`src/rtl/cpu_pkg.sv`:
```
// Shared definitions for the CPU control unit.
// Holds the opcode constants, the sequencer state encoding, the bundled
// control-word type produced by the decoder, and a helper that gives the
// final execute step of each instruction class.
package cpu_pkg;

  localparam logic [4:0] OpLd   = 5'b00000;
  localparam logic [4:0] OpLdi  = 5'b00001;
  localparam logic [4:0] OpSt   = 5'b00010;
  localparam logic [4:0] OpAdd  = 5'b00011;
  localparam logic [4:0] OpSub  = 5'b00100;
  localparam logic [4:0] OpAnd  = 5'b00101;
  localparam logic [4:0] OpOr   = 5'b00110;
  localparam logic [4:0] OpRor  = 5'b00111;
  localparam logic [4:0] OpRol  = 5'b01000;
  localparam logic [4:0] OpShr  = 5'b01001;
  localparam logic [4:0] OpShra = 5'b01010;
  localparam logic [4:0] OpShl  = 5'b01011;
  localparam logic [4:0] OpAddi = 5'b01100;
  localparam logic [4:0] OpAndi = 5'b01101;
  localparam logic [4:0] OpOri  = 5'b01110;
  localparam logic [4:0] OpDiv  = 5'b01111;
  localparam logic [4:0] OpMul  = 5'b10000;
  localparam logic [4:0] OpNeg  = 5'b10001;
  localparam logic [4:0] OpNot  = 5'b10010;
  localparam logic [4:0] OpBr   = 5'b10011;
  localparam logic [4:0] OpJr   = 5'b10100;
  localparam logic [4:0] OpJal  = 5'b10101;
  localparam logic [4:0] OpIn   = 5'b10110;
  localparam logic [4:0] OpOut  = 5'b10111;
  localparam logic [4:0] OpMfhi = 5'b11000;
  localparam logic [4:0] OpMflo = 5'b11001;
  localparam logic [4:0] OpNop  = 5'b11010;
  localparam logic [4:0] OpHalt = 5'b11011;

  // T0..T7 are consecutive so the sequencer can step by incrementing.
  typedef enum logic [3:0] {
    StReset = 4'd0,
    StT0    = 4'd1,
    StT1    = 4'd2,
    StT2    = 4'd3,
    StT3    = 4'd4,
    StT4    = 4'd5,
    StT5    = 4'd6,
    StT6    = 4'd7,
    StT7    = 4'd8,
    StHalt  = 4'd9
  } state_e;

  typedef struct packed {
    logic       ir_in;
    logic       pc_in;
    logic       ry_in;
    logic       rz_in;
    logic       mar_in;
    logic       mdr_in;
    logic       hi_in;
    logic       lo_in;
    logic       outport_in;
    logic       hi_out;
    logic       lo_out;
    logic       zhi_out;
    logic       zlo_out;
    logic       pc_out;
    logic       mdr_out;
    logic       inport_out;
    logic       c_out;
    logic       gra;
    logic       grb;
    logic       grc;
    logic       r_in;
    logic       r_out;
    logic       ba_out;
    logic       inc_pc;
    logic       mem_read;
    logic       mem_write;
    logic [4:0] alu_op;
  } ctrl_t;

  // Last execute step per opcode; anything unlisted (nop, jal, undefined) ends at T3.
  function automatic state_e last_step(input logic [4:0] op);
    case (op)
      OpAdd, OpSub, OpAnd, OpOr, OpRor, OpRol, OpShr, OpShra, OpShl,
      OpAddi, OpAndi, OpOri, OpLdi:  last_step = StT5;
      OpLd, OpSt:                    last_step = StT7;
      OpMul, OpDiv, OpBr:            last_step = StT6;
      OpNeg, OpNot:                  last_step = StT4;
      default:                       last_step = StT3;
    endcase
  endfunction

endpackage

```
`src/rtl/control_decode.sv`:
```
// Combinational Moore decoder for the control unit.
// Ports: i_state  - current sequencer state
//        i_opcode - ir[31:27]
//        i_taken  - branch decision captured at T3 of br
//        o_ctrl   - full control word (unlisted fields 0, alu_op defaults to ADD)
module control_decode
  import cpu_pkg::*;
(
  input  state_e     i_state,
  input  logic [4:0] i_opcode,
  input  logic       i_taken,
  output ctrl_t      o_ctrl
);

  always_comb begin
    o_ctrl        = '0;
    o_ctrl.alu_op = OpAdd;
    case (i_state)
      StT0: begin
        o_ctrl.pc_out = 1'b1; o_ctrl.mar_in = 1'b1; o_ctrl.inc_pc = 1'b1; o_ctrl.rz_in = 1'b1;
      end
      StT1: begin
        o_ctrl.zlo_out = 1'b1; o_ctrl.pc_in = 1'b1; o_ctrl.mem_read = 1'b1;
        o_ctrl.mdr_in = 1'b1;
      end
      StT2: begin
        o_ctrl.mdr_out = 1'b1; o_ctrl.ir_in = 1'b1;
      end
      StT3, StT4, StT5, StT6, StT7: begin
        case (i_opcode)
          OpAdd, OpSub, OpAnd, OpOr, OpRor, OpRol, OpShr, OpShra, OpShl,
          OpAddi, OpAndi, OpOri: begin
            case (i_state)
              StT3: begin o_ctrl.grb = 1'b1; o_ctrl.r_out = 1'b1; o_ctrl.ry_in = 1'b1; end
              StT4: begin
                // Immediate forms take the constant from the C field instead of Rc.
                if (i_opcode inside {OpAddi, OpAndi, OpOri}) begin
                  o_ctrl.c_out = 1'b1;
                end else begin
                  o_ctrl.grc = 1'b1; o_ctrl.r_out = 1'b1;
                end
                o_ctrl.rz_in  = 1'b1;
                o_ctrl.alu_op = i_opcode;
              end
              StT5: begin o_ctrl.zlo_out = 1'b1; o_ctrl.gra = 1'b1; o_ctrl.r_in = 1'b1; end
              default: ;
            endcase
          end
          OpLd, OpLdi, OpSt: begin
            case (i_state)
              StT3: begin o_ctrl.grb = 1'b1; o_ctrl.ba_out = 1'b1; o_ctrl.ry_in = 1'b1; end
              StT4: begin o_ctrl.c_out = 1'b1; o_ctrl.rz_in = 1'b1; end
              StT5: begin
                o_ctrl.zlo_out = 1'b1;
                if (i_opcode == OpLdi) begin
                  o_ctrl.gra = 1'b1; o_ctrl.r_in = 1'b1;
                end else begin
                  o_ctrl.mar_in = 1'b1;
                end
              end
              StT6: begin
                o_ctrl.mdr_in = 1'b1;
                if (i_opcode == OpSt) begin
                  o_ctrl.gra = 1'b1; o_ctrl.r_out = 1'b1;
                end else begin
                  o_ctrl.mem_read = 1'b1;
                end
              end
              StT7: begin
                if (i_opcode == OpSt) begin
                  o_ctrl.mem_write = 1'b1;
                end else begin
                  o_ctrl.mdr_out = 1'b1; o_ctrl.gra = 1'b1; o_ctrl.r_in = 1'b1;
                end
              end
              default: ;
            endcase
          end
          OpMul, OpDiv: begin
            case (i_state)
              StT3: begin o_ctrl.gra = 1'b1; o_ctrl.r_out = 1'b1; o_ctrl.ry_in = 1'b1; end
              StT4: begin
                o_ctrl.grb = 1'b1; o_ctrl.r_out = 1'b1; o_ctrl.rz_in = 1'b1;
                o_ctrl.alu_op = i_opcode;
              end
              StT5: begin o_ctrl.zlo_out = 1'b1; o_ctrl.lo_in = 1'b1; end
              StT6: begin o_ctrl.zhi_out = 1'b1; o_ctrl.hi_in = 1'b1; end
              default: ;
            endcase
          end
          OpNeg, OpNot: begin
            case (i_state)
              StT3: begin
                o_ctrl.grb = 1'b1; o_ctrl.r_out = 1'b1; o_ctrl.rz_in = 1'b1;
                o_ctrl.alu_op = i_opcode;
              end
              StT4: begin o_ctrl.zlo_out = 1'b1; o_ctrl.gra = 1'b1; o_ctrl.r_in = 1'b1; end
              default: ;
            endcase
          end
          OpBr: begin
            case (i_state)
              StT3: begin o_ctrl.gra = 1'b1; o_ctrl.r_out = 1'b1; end
              StT4: begin o_ctrl.pc_out = 1'b1; o_ctrl.ry_in = 1'b1; end
              StT5: begin o_ctrl.c_out = 1'b1; o_ctrl.rz_in = 1'b1; end
              StT6: begin o_ctrl.zlo_out = i_taken; o_ctrl.pc_in = i_taken; end
              default: ;
            endcase
          end
          OpJr: if (i_state == StT3) begin
            o_ctrl.gra = 1'b1; o_ctrl.r_out = 1'b1; o_ctrl.pc_in = 1'b1;
          end
          OpIn: if (i_state == StT3) begin
            o_ctrl.inport_out = 1'b1; o_ctrl.gra = 1'b1; o_ctrl.r_in = 1'b1;
          end
          OpOut: if (i_state == StT3) begin
            o_ctrl.gra = 1'b1; o_ctrl.r_out = 1'b1; o_ctrl.outport_in = 1'b1;
          end
          OpMfhi: if (i_state == StT3) begin
            o_ctrl.hi_out = 1'b1; o_ctrl.gra = 1'b1; o_ctrl.r_in = 1'b1;
          end
          OpMflo: if (i_state == StT3) begin
            o_ctrl.lo_out = 1'b1; o_ctrl.gra = 1'b1; o_ctrl.r_in = 1'b1;
          end
          default: ;
        endcase
      end
      default: ;
    endcase
  end

endmodule

```
`src/rtl/control_unit.sv`:
```
// Hardwired control unit sequencer.
// Ports: clock, clear (sync active-low), ir (opcode = ir[31:27]), con_ff_bit
//        (branch condition), stop (halt at next instruction boundary);
//        outputs are register enables, bus selects, decoder/ALU/memory
//        controls, alu_op, and run (high while sequencing).
module control_unit
  import cpu_pkg::*;
(
  input  logic        clock,
  input  logic        clear,
  input  logic [31:0] ir,
  input  logic        con_ff_bit,
  input  logic        stop,
  output logic        IRin,
  output logic        PCin,
  output logic        RYin,
  output logic        RZin,
  output logic        MARin,
  output logic        MDRin,
  output logic        HIin,
  output logic        LOin,
  output logic        Outport_in,
  output logic        HIout,
  output logic        LOout,
  output logic        Zhi_out,
  output logic        Zlo_out,
  output logic        PCout,
  output logic        MDRout,
  output logic        Inport_out,
  output logic        Cout,
  output logic        Gra,
  output logic        Grb,
  output logic        Grc,
  output logic        Rin,
  output logic        Rout,
  output logic        BAout,
  output logic        IncPC,
  output logic        Mem_read,
  output logic        Mem_write,
  output logic [4:0]  alu_op,
  output logic        run
);

  state_e     r_state;
  logic       r_taken;
  logic [4:0] w_opcode;
  state_e     w_last;
  ctrl_t      w_ctrl;
  logic       w_unused_ir;

  assign w_opcode    = ir[31:27];
  assign w_last      = last_step(w_opcode);
  assign w_unused_ir = ^ir[26:0];

  always_ff @(posedge clock) begin
    if (!clear) begin
      r_state <= StReset;
      r_taken <= 1'b0;
    end else begin
      if (r_state == StT3 && w_opcode == OpBr) begin
        r_taken <= con_ff_bit;
      end
      case (r_state)
        StReset: r_state <= StT0;
        StT0:    r_state <= StT1;
        StT1:    r_state <= StT2;
        StT2:    r_state <= StT3;
        StT3, StT4, StT5, StT6, StT7: begin
          if (r_state == StT3 && w_opcode == OpHalt) begin
            r_state <= StHalt;
          end else if (r_state == w_last) begin
            // Instruction boundary: the only point where stop is honoured.
            r_state <= stop ? StHalt : StT0;
          end else begin
            r_state <= state_e'(r_state + 4'd1);
          end
        end
        StHalt:  r_state <= StHalt;
        default: r_state <= StReset;
      endcase
    end
  end

  control_decode u_decode (
    .i_state  (r_state),
    .i_opcode (w_opcode),
    .i_taken  (r_taken),
    .o_ctrl   (w_ctrl)
  );

  assign IRin       = w_ctrl.ir_in;
  assign PCin       = w_ctrl.pc_in;
  assign RYin       = w_ctrl.ry_in;
  assign RZin       = w_ctrl.rz_in;
  assign MARin      = w_ctrl.mar_in;
  assign MDRin      = w_ctrl.mdr_in;
  assign HIin       = w_ctrl.hi_in;
  assign LOin       = w_ctrl.lo_in;
  assign Outport_in = w_ctrl.outport_in;
  assign HIout      = w_ctrl.hi_out;
  assign LOout      = w_ctrl.lo_out;
  assign Zhi_out    = w_ctrl.zhi_out;
  assign Zlo_out    = w_ctrl.zlo_out;
  assign PCout      = w_ctrl.pc_out;
  assign MDRout     = w_ctrl.mdr_out;
  assign Inport_out = w_ctrl.inport_out;
  assign Cout       = w_ctrl.c_out;
  assign Gra        = w_ctrl.gra;
  assign Grb        = w_ctrl.grb;
  assign Grc        = w_ctrl.grc;
  assign Rin        = w_ctrl.r_in;
  assign Rout       = w_ctrl.r_out;
  assign BAout      = w_ctrl.ba_out;
  assign IncPC      = w_ctrl.inc_pc;
  assign Mem_read   = w_ctrl.mem_read;
  assign Mem_write  = w_ctrl.mem_write;
  assign alu_op     = w_ctrl.alu_op;
  assign run        = (r_state != StReset) && (r_state != StHalt);

endmodule

```
`config.mk`:
```
export PLATFORM = sky130hd
export DESIGN_NAME = control_unit
export DESIGN_NICKNAME = d
export VERILOG_FILES = /design/src/rtl/cpu_pkg.sv /design/src/rtl/control_decode.sv /design/src/rtl/control_unit.sv
export SDC_FILE = /design/constraint.sdc
export NUM_CORES = 1
export LEC_CHECK = 0
export BUFFER_PORTS_ARGS = -buffer_cell sky130_fd_sc_hd__buf_4
export CAP_MARGIN = 40
export CORE_UTILIZATION = 35
export DETAILED_ROUTE_END_ITERATION = 7
export GPL_TIMING_DRIVEN = 0
export PLACE_DENSITY = 0.64
export SLEW_MARGIN = 20
export SYNTH_ARGS = -nofsm -noshare
export SYNTH_HDL_FRONTEND = slang
export SYNTH_SLANG_ARGS = --single-unit
```
`constraint.sdc`:
```
create_clock -name clock -period 3.63 [get_ports clock]
set_clock_uncertainty 0.15 [all_clocks]
set_input_delay 0.726 -clock clock [delete_from_list [all_inputs] [get_ports clock]]
set_output_delay 0.726 -clock clock [all_outputs]
set_load 0.02 [all_outputs]
```
==> Flow_metrics.wiki, run 1 <==
{| class="wikitable"
! Metric !! Value
|-
| Outcome || complete, no violations
|-
| Fraction of final layout cells with drive strength greater than 1 || 26.2%
|-
| Internal power component || ~0.27 mW
|-
| Post-synthesis sequential area ratio || under 10%
|-
| Largest driver fanout on the critical path || 6
|-
| Clock insertion delay at the later pin of the skew report || 250 ps
|-
| Largest area contributor in the netlist || dfxtp_1
|-
| Filler cell count in the final layout || 324
|-
| Violation count after the first detailed-routing iteration || 46
|-
| Fin nets || between 200 and 300
|-
| Htree depth || 1
|-
| Aggregate routed wire length || roughly 3500 µm
|-
| Number of clock sinks seen by CTS || 5
|-
| Count of buffers added by post-CTS timing repair for setup || 0
|-
| Port-buffer cells || 40
|-
| Height of the chip || 58.5 µm
|-
| WHS || 347 ps
|-
| Final Wtd Congestion || a little under 0.9
|-
| Post-Synthesis Mean Instance Area || roughly 6.6 µm²
|-
| Power Density || a little under 400 nW/µm²
|-
| Hold Crit Class || reg -> reg
|-
| Placed insts || between 200 and 300
|-
| Number of distinct library cells after synthesis || 49
|-
| Max Slew Vio Count || 0
|-
| Cell types occupying the most area after synthesis || dfxtp_1, ha_1, nand2_1, o21ai_0, nor2b_1
|-
| Count of vias placed by the detailed router || roughly 1,400
|-
| Cell chosen for the clock root || clkbuf_4
|-
| CP endpoint kind || primary output
|-
| Post-synthesis instance area || roughly 1100 µm²
|-
| Crit path arrival time || 2610 ps
|-
| Starting density of the core || 36.6%
|-
| Share of the synthesized area in the top cell type || 8.95%
|-
| Detail-routed via count per cell || 5.38
|-
| X dimension of the die || ~60 µm
|-
| Number of enable flip-flop cells after synthesis || 0
|-
| Reported net switching power || 0.315 mW
|-
| Worst voltage drop across the vdd grid || approximately 150 µV
|-
| Relative contribution of sequential cells to total power || 14.4%
|-
| GRT Residual Overflow || 0
|-
| Vias in the first global route || 1,194
|-
| Unrepaired setup endpoints after global routing || no
|-
| GRT Overall Usage || 21.7%
|-
| Clk slew on worst S/H paths || 50 ps
|-
| Syn_nets || 214
|-
| Global-route wire length before repair || approximately 5700 µm
|-
| Critical Path Source Type || input port
|-
| Clock buffer count from CTS || 3
|-
| Diodes inserted || 0
|-
| Worst Setup Path Type || in -> out
|-
| Post-synth ARST share || 0%
|-
| Clock Power Share || a little under an eighth
|-
| Post-Synthesis Cells || 170
|-
| Aggregate negative setup slack || 0 ps
|-
| Part of the cycle the worst path needs || 96.2%
|-
| Switching power as a share of total power || 53.5%
|-
| Synth warnings || 0
|-
| Maximum number of pins on one net before global-route repair || 11
|-
| Max capacitance violation total || 0
|-
| IO Count || 68
|-
| Most frequent cell after synthesis || nand2_1
|-
| Row Count || 20
|-
| Number of setup violations in the final report || 0
|-
| Non-filler instance count after layout || 258
|-
| Buffers from clock root to sink, at most || 2
|-
| CTS tree || done
|-
| Data required time at the worst endpoint || 2750 ps
|-
| F_max || 0.286 GHz
|-
| Slew at the pin with the worst max-slew slack || 450 ps
|-
| Synth top cells by count || nand2_1, nor2_1, o21ai_0, inv_1
|-
| Antenna Nets Post-Route || 0
|-
| Die area || 3430 µm²
|-
| Leakage power || 0.688 nW
|-
| Post-detail-place hpwl || 2650 µm
|-
| Initial antenna violation count || 0
|-
| Area of the core || 3050 µm²
|-
| Final Hold Violating Endpoints || 0
|-
| Area growth, synth to finish || 34.3%
|-
| Leading register cell type out of synthesis || dfxtp_1
|-
| Average routed wire per standard cell || roughly 13 µm
|-
| Min Clock Period, post-route || 3490 ps
|-
| Seq cells post-synth || 5
|-
| Gate power share || between 70% and 80%
|-
| Worst slew margin || 69.8%
|-
| Number of detailed-routing iterations run before antenna repair || 4
|-
| Remaining routing DRC violations || 0
|}
-- cell families (layout without fill, tap and decap cells) --
| logic type | after synthesis | in the layout | synth area share (%) |
|---|---|---|---|
| AOI/OAI and AO/OA | 42 | 42 | 25.6 |
| xor gates and xnor gates | 1 | 1 | 0.783 |
| and+or+nand+nor | 89 | 89 | 44.6 |
| adders and majority gates | 8 | 8 | 8.95 |
| DFF | 5 | 5 | 8.95 |
| buffers and inverters | 22 | 66 | 8.39 |
| muxes | 3 | 3 | 2.68 |
-- metal layers --
metal | track usage (%) | wire length (µm)
met4 | 9.52 | 68
met2 | 31.0 | 1430
met1 | 32.7 | 1680
met3 | 1.76 | 273
met5 | 0 | 0
-- critical path, stage by stage --
cell and delay, ps:
buf_4 130, inv_1 90, ha_1 270, or4bb_1 560
o311ai_1 130, nor2b_2 250, a2bb2oi_1 100, or2_1 210
buf_4 160
-- repair_timing --
action,CTS,global route
resized for setup,0,1
hold buffers,0,0
setup endpoints to repair,0,2
-- path summary, 6_finish.rpt --
check,from,end,slack [ps],depth (start not counted)
setup / recovery,ir[27],alu_op[1],140,9
hold / removal,r_taken,r_taken,350,2
setup reg to reg,r_state[1],r_state[0],1430,8
hold reg to reg,r_taken,r_taken,350,2
-- metrics by stage --
stage	area, µm²	power (mW)	util, %	setup slack (ps)
final	1500	0.588	49.2	139
after global routing	1500	0.639	49.2	37.4
after CTS	1500	0.587	49.1	131
after detailed placement	1470	0.519	48.3	143
after global placement	1470	0.517	48.3	130
after floorplan	1120	0.363	-	529
-- sequential cells by signal (all words and copies together), names as in the netlist --
name	cells
r_state	4
r_taken	1
-- power by group through the flow --
| stage | registers (mW) | logic (mW) | clock network (mW) |
|---|---|---|---|
| 4_1_cts | 0.0852 | 0.434 | 0.0681 |
| 3_5_place_dp | 0.0858 | 0.433 | 0 |
| 2_1_floorplan | 0.0801 | 0.283 | 0 |
| 3_3_place_gp | 0.0874 | 0.430 | 0 |
| 6_report | 0.0850 | 0.435 | 0.0679 |
| 5_1_grt | 0.0881 | 0.479 | 0.0718 |
-- layout by cell type, fill, tap and decap left out, types with 6 or more instances in the layout --
cell	synthesis	layout
buf_4	1	41
nand2_1	20	20
nor2_1	13	13
o21ai_0	12	12
inv_1	10	10
ha_1	8	8
nor3_1	7	7
nor2b_1	8	7
and2_1	7	7
clkbuf_1	5	6
buf_2	6	6
-- area by class of cell --
type,count,area (µm²),area share (%)
clock buffers,4,26.3,1.75
inverters,10,37.5,2.50
well taps,44,55.1,3.66
repair buffers,40,300,20.0
plain buffers,12,56.3,3.75
multi-input cells,143,927,61.7
flip-flops and latches,5,100,6.66
No activity file was read; power rests on OpenSTA's default activity.
==> run 2: changes to the inputs <==
Settings changed: CTS_CLUSTER_DIAMETER from default to 50, MAX_ROUTING_LAYER from default to met4.
==> run 2 against run 1 <==
Effect of this change:
- first-iteration DRC count did not move
- highest routed layer unchanged
- flip-flop and latch count did not move
- hold slack did not move
- global-route usage rose by 0.65 points
==> Flow_metrics.wiki, run 2 (synthesized netlist as in run 1, its figures left out) <==
{| class="wikitable"
! Metric !! Value
|-
| Outcome || complete, no violations
|-
| Fin nets || 259
|-
| X dimension of the die || 58.5 µm
|-
| Count of buffers added by post-CTS timing repair for setup || 0
|-
| Area growth, synth to finish || 34.3%
|-
| Slew at the pin with the worst max-slew slack || between 400 and 500 ps
|-
| Min Clock Period, post-route || 3490 ps
|-
| Post-detail-place hpwl || 2650 µm
|-
| Crit path arrival time || 2610 ps
|-
| Number of setup violations in the final report || 0
|-
| Placed standard-cell area || 1470 µm²
|-
| Register ranked first by flip-flop count || r_state
|-
| Port-buffer cells || 40
|-
| Remaining routing DRC violations || 0
|-
| Fraction of final layout cells with drive strength greater than 1 || 26.2%
|-
| Detail-routed via count per cell || 5.38
|-
| Max stage delay on crit path || 560 ps
|-
| GRT Overall Usage || roughly 22%
|-
| Power Density || slightly below 400 nW/µm²
|-
| Max Slew Vio Count || 0
|-
| Clock insertion delay at the later pin of the skew report || approximately 250 ps
|-
| Series of cell instances along the critical path || buf_4, inv_1, ha_1, or4bb_1, o311ai_1, nor2b_2, a2bb2oi_1, or2_1, buf_4
|-
| Number of buffer and inverter instances along the worst setup path || 3
|-
| Die area || 3430 µm²
|-
| Vias in the first global route || ~1,200
|-
| Slack of the critical path || 139 ps
|-
| Number of clock sinks seen by CTS || 5
|-
| Leakage power || 0.688 nW
|-
| Worst voltage drop across the vdd grid || 151 µV
|-
| Data required time at the worst endpoint || 2750 ps
|-
| Final Wtd Congestion || ~0.91
|-
| Aggregate routed wire length || approximately 3500 µm
|-
| Register area || 100 µm²
|-
| Global-route wire length before repair || 5720 µm
|-
| Worst slew margin || 69.8%
|-
| Biggest regs || r_state (4), r_taken (1)
|-
| Initial antenna violation count || 0
|-
| Antenna Nets Post-Route || 0
|-
| Highest-count cells in the layout ignoring fill and taps || buf_4, nand2_1, nor2_1
|-
| Diodes inserted || 0
|-
| Combined area of the multi-input logic cells || 927 µm²
|-
| Largest delay contributor family on the critical path || simple AND/OR/NAND/NOR gates
|-
| Unrepaired setup endpoints after global routing || no
|-
| Maximum number of pins on one net before global-route repair || 11
|-
| Area of the core || between 3000 and 4000 µm²
|-
| Clk slew on worst S/H paths || ~50 ps
|-
| Largest driver fanout on the critical path || 6
|-
| Worst Setup Path Type || in -> out
|-
| Number of gates resized after CTS || 0
|-
| GRT Residual Overflow || 0
|-
| CP max-delay cell || or4bb_1
|-
| Hold Crit Class || reg -> reg
|-
| Post-CTS Hold Fix Bufs || 0
|-
| Most common cell after layout, fill and taps aside || buf_4
|-
| Count of vias placed by the detailed router || 1,387
|-
| Starting density of the core || 36.6%
|-
| Final Hold Violating Endpoints || 0
|-
| Violation count after the first detailed-routing iteration || 46
|-
| Power consumption || about 0.6 mW
|-
| DP Worst Slack || 143 ps
|-
| Cell chosen for the clock root || clkbuf_4
|-
| Row Count || 20
|-
| Aggregate negative setup slack || 0 ps
|-
| Buffers from clock root to sink, at most || 2
|-
| Height of the chip || roughly 59 µm
|-
| Max capacitance violation total || 0
|-
| Total non-filler cell area in the finished layout || between 1500 and 2000 µm²
|-
| CP endpoint kind || primary output
|-
| Part of the cycle the worst path needs || a little over nine tenths
|-
| Htree depth || 1
|-
| Critical Path Source Type || input port
|-
| Average routed wire per standard cell || 13.4 µm
|-
| CTS tree || done
|-
| Crit-path most repeated cell || buf_4
|-
| IO Count || 68
|-
| WHS || between 300 and 400 ps
|-
| Number of detailed-routing iterations run before antenna repair || 4
|-
| Filler cell count in the final layout || 324
|-
| Clock buffer count from CTS || 3
|-
| Flip-flop count of the largest register, all copies and words added || 4
|-
| F_max || 0.286 GHz
|}
[run 2: cell counts in the layout (fill, tap and decap cells not counted)]
No cell type changed its count.
[run 2: stage by stage]
step                      util [%]  cells
after floorplan                  -    170
after global routing          49.2    258
after detailed placement      48.3    254
after CTS                     49.1    258
after global placement        48.3    254
final                         49.2    258
[run 2: routing by layer]
layer	part of all wire, %	vias to the layer above	GRT usage (%)
met5	0	-	-
met4	2.0	0	9.52
met3	8.1	6	1.54
met2	41	69	31.0
met1	48	609	32.8
li1	-	703	-
[run 2: cell type report]
cell class                 instances  share of cell area, %
inverter                          10                   2.50
timing repair buffer              40                   20.0
multi-input combinational        143                   61.7
sequential                         5                   6.66
tap                               44                   3.66
clock buffer                       4                   1.75
buffer                            12                   3.75
[run 2: final timing paths]
kind / from / end / slack (ps) / depth (start not counted)
max: ir[27] / alu_op[1] / 140 / 9
min: r_taken / r_taken / 350 / 2
max reg2reg: r_state[1] / r_state[0] / 1430 / 8
min reg2reg: r_taken / r_taken / 350 / 2
[run 2: worst reg2reg max path, cell delays in order (launching register included)]
cell      delay [ps]
dfxtp_1          360
inv_1            160
ha_1             170
clkbuf_1         360
nand2_1          130
or4_1            480
nand2_1          100
o21ai_1           60
a31oi_1          170
[run 2: report_power, final]
group,switching [mW],internal [mW]
Combinational,0.271,0.165
Sequential,0.0180,0.0670
Clock,0.0261,0.0418
==> run 3: changes to the inputs <==
Settings changed: CORE_MARGIN from default to 1.5, PLACE_DENSITY 0.64 to 0.61, SYNTH_HIERARCHICAL from default to 1.
==> run 3 against run 2 <==
Effect of this change:
- combinational power increased by 45%
- hold slack improved by 25 ps
- clock power grew 46%
- area after synthesis is 25% higher
- fmax up 4.2%
- via count rose by 24%
- non-clock buffer count grew 5
- critical path depth shrank 2
- total power rose by 42%
- design area grew 20%
- largest power group unchanged
- utilization shrank 1.0 points
==> Flow_metrics.wiki, run 3 <==
{| class="wikitable"
! Metric !! Value
|-
| Outcome || complete, no violations
|-
| Worst Setup Path Type || in -> out
|-
| R2R setup slack || 1210 ps
|-
| Hold Crit Class || reg -> reg
|-
| Count of vias placed by the detailed router || 1,715
|-
| Largest area contributor in the netlist || nor2_1
|-
| Post-detail-place hpwl || 3360 µm
|-
| CTS tree || done
|-
| Maximum number of pins on one net before global-route repair || 12
|-
| Post-CTS Hold Fix Bufs || 0
|-
| Total non-filler cell area in the finished layout || 1800 µm²
|-
| Area of the core || 3740 µm²
|-
| Worst voltage drop across the vdd grid || slightly above 400 µV
|-
| Clock insertion delay at the later pin of the skew report || roughly 220 ps
|-
| Most frequent cell after synthesis || nor2_1
|-
| Post-Synthesis Cells || 206
|-
| Post-synth ARST share || 0%
|-
| Post-synthesis sequential area ratio || 7.16%
|-
| Number of detailed-routing iterations run before antenna repair || 5
|-
| Diodes inserted || 0
|-
| Syn_nets || roughly 250
|-
| Die area || 4390 µm²
|-
| GRT Overall Usage || between 20% and 30%
|-
| Biggest regs || r_state (4), r_taken (1)
|-
| Most common cell after layout, fill and taps aside || buf_4
|-
| Worst slew margin || about 60%
|-
| Unrepaired setup endpoints after global routing || no
|-
| F_max || 0.299 GHz
|-
| Initial antenna violation count || 0
|-
| Remaining routing DRC violations || 0
|-
| Min Clock Period, post-route || 3350 ps
|-
| Slew at the pin with the worst max-slew slack || 618 ps
|-
| Crit path arrival time || 2470 ps
|-
| Starting density of the core || approximately 37%
|-
| Clk slew on worst S/H paths || ~30 ps
|-
| Flip-flop count of the largest register, all copies and words added || 4
|-
| Count of buffers added by post-CTS timing repair for setup || 0
|-
| Critical Path Source Type || input port
|-
| Largest driver fanout on the critical path || 10
|-
| Power Density || about 460 nW/µm²
|-
| Share of the synthesized area in the top cell type || 7.51%
|-
| Aggregate negative setup slack || 0 ps
|-
| Max capacitance violation total || 0
|-
| GRT Residual Overflow || 0
|-
| Row Count || 22
|-
| Buffers from clock root to sink, at most || 2
|-
| Cell chosen for the clock root || clkbuf_8
|-
| CP endpoint kind || primary output
|-
| Post-Synthesis Mean Instance Area || 6.79 µm²
|-
| Part of the cycle the worst path needs || between 90% and 100%
|-
| Placed standard-cell area || 1760 µm²
|-
| Height of the chip || 66.2 µm
|-
| Fraction of final layout cells with drive strength greater than 1 || 26.8%
|-
| Violation count after the first detailed-routing iteration || 164
|-
| Data required time at the worst endpoint || 2750 ps
|-
| Number of clock sinks seen by CTS || 5
|-
| Average routed wire per standard cell || between 10 and 15 µm
|-
| Leading register cell type out of synthesis || dfxtp_1
|-
| Port-buffer cells || 40
|-
| Max Slew Vio Count || 0
|-
| Synth top cells by count || nor2_1, clkbuf_1, nand2_1, nand2b_1
|-
| Register ranked first by flip-flop count || r_state
|-
| Final Wtd Congestion || ~0.9
|-
| Vias in the first global route || between 1,500 and 2,000
|-
| Final Hold Violating Endpoints || 0
|-
| Antenna Nets Post-Route || 0
|-
| Detail-routed via count per cell || 5.76
|-
| Aggregate routed wire length || approximately 4300 µm
|-
| WHS || 372 ps
|-
| Area growth, synth to finish || 29.0%
|-
| X dimension of the die || 66.2 µm
|-
| Number of gates resized after CTS || 0
|-
| Highest-count cells in the layout ignoring fill and taps || buf_4, nor2_1, clkbuf_1
|-
| Number of distinct library cells after synthesis || slightly above 60
|-
| Post-synthesis instance area || about 1400 µm²
|-
| Seq cells post-synth || 5
|-
| Cell types occupying the most area after synthesis || nor2_1, dfxtp_1, nand2b_1, ha_1, nand3b_1
|-
| Leakage power || 0.708 nW
|-
| Global-route wire length before repair || between 7000 and 8000 µm
|-
| Number of setup violations in the final report || 0
|-
| Clock buffer count from CTS || 3
|-
| Synth warnings || 6
|-
| Number of enable flip-flop cells after synthesis || 0
|-
| Fin nets || approximately 290
|-
| Htree depth || 1
|-
| IO Count || 68
|}
run 3: area by class of cell:
class                      count  area [µm²]
sequential                     5         100
multi-input combinational    176        1190
buffer                        17        78.8
fill                         387        1940
clock buffer                   4        45.0
timing repair buffer          40         300
inverter                       8        30.0
tap                           48        60.1
run 3: cells by family (layout without fill, tap and decap cells):
group           Yosys count  count (layout)  synth area share [%]
buf+inv                  25              69                  7.78
xor+xnor                  2               2                  1.25
compound gates           59              59                  32.7
fa+ha+maj                 5               5                  4.47
flops                     5               5                  7.16
simple gates            109             109                  45.9
mux                       1               1                 0.716
run 3: critical path, stage by stage:
cell	delay (ps)
buf_4	150
clkbuf_1	210
a211oi_1	500
a2111oi_0	140
a311oi_1	430
nand3b_1	140
buf_4	180
run 3: through the flow:
stage | power (mW) | cells | util, % | setup WS (ps)
6_report | 0.836 | 298 | 48.2 | 281
5_1_grt | 0.907 | 298 | 48.2 | 140
4_1_cts | 0.836 | 298 | 48.2 | 307
3_5_place_dp | 0.733 | 294 | 47.0 | 312
3_3_place_gp | 0.737 | 294 | 47.0 | 306
2_1_floorplan | 0.544 | 206 | - | 424
run 3: final timing paths:
kind	startpoint	to	cells after the start
max	ir[29]	Gra	7
min	r_taken	r_taken	2
min reg2reg	r_taken	r_taken	2
max reg2reg	r_state[0]	r_state[2]	7
run 3: layer usage:
layer	global-route usage [%]	routed length (µm)	vias up
met2	35.3	2090	87
met3	2.04	301	8
li1	-	-	862
met4	5.10	61	0
met1	25.1	1840	758
met5	-	0	-
run 3: where the power goes:
group | switching (mW) | internal, mW | total, mW
registers | 0.0347 | 0.0677 | 0.102
logic | 0.377 | 0.257 | 0.634
clock network | 0.0240 | 0.0751 | 0.0991
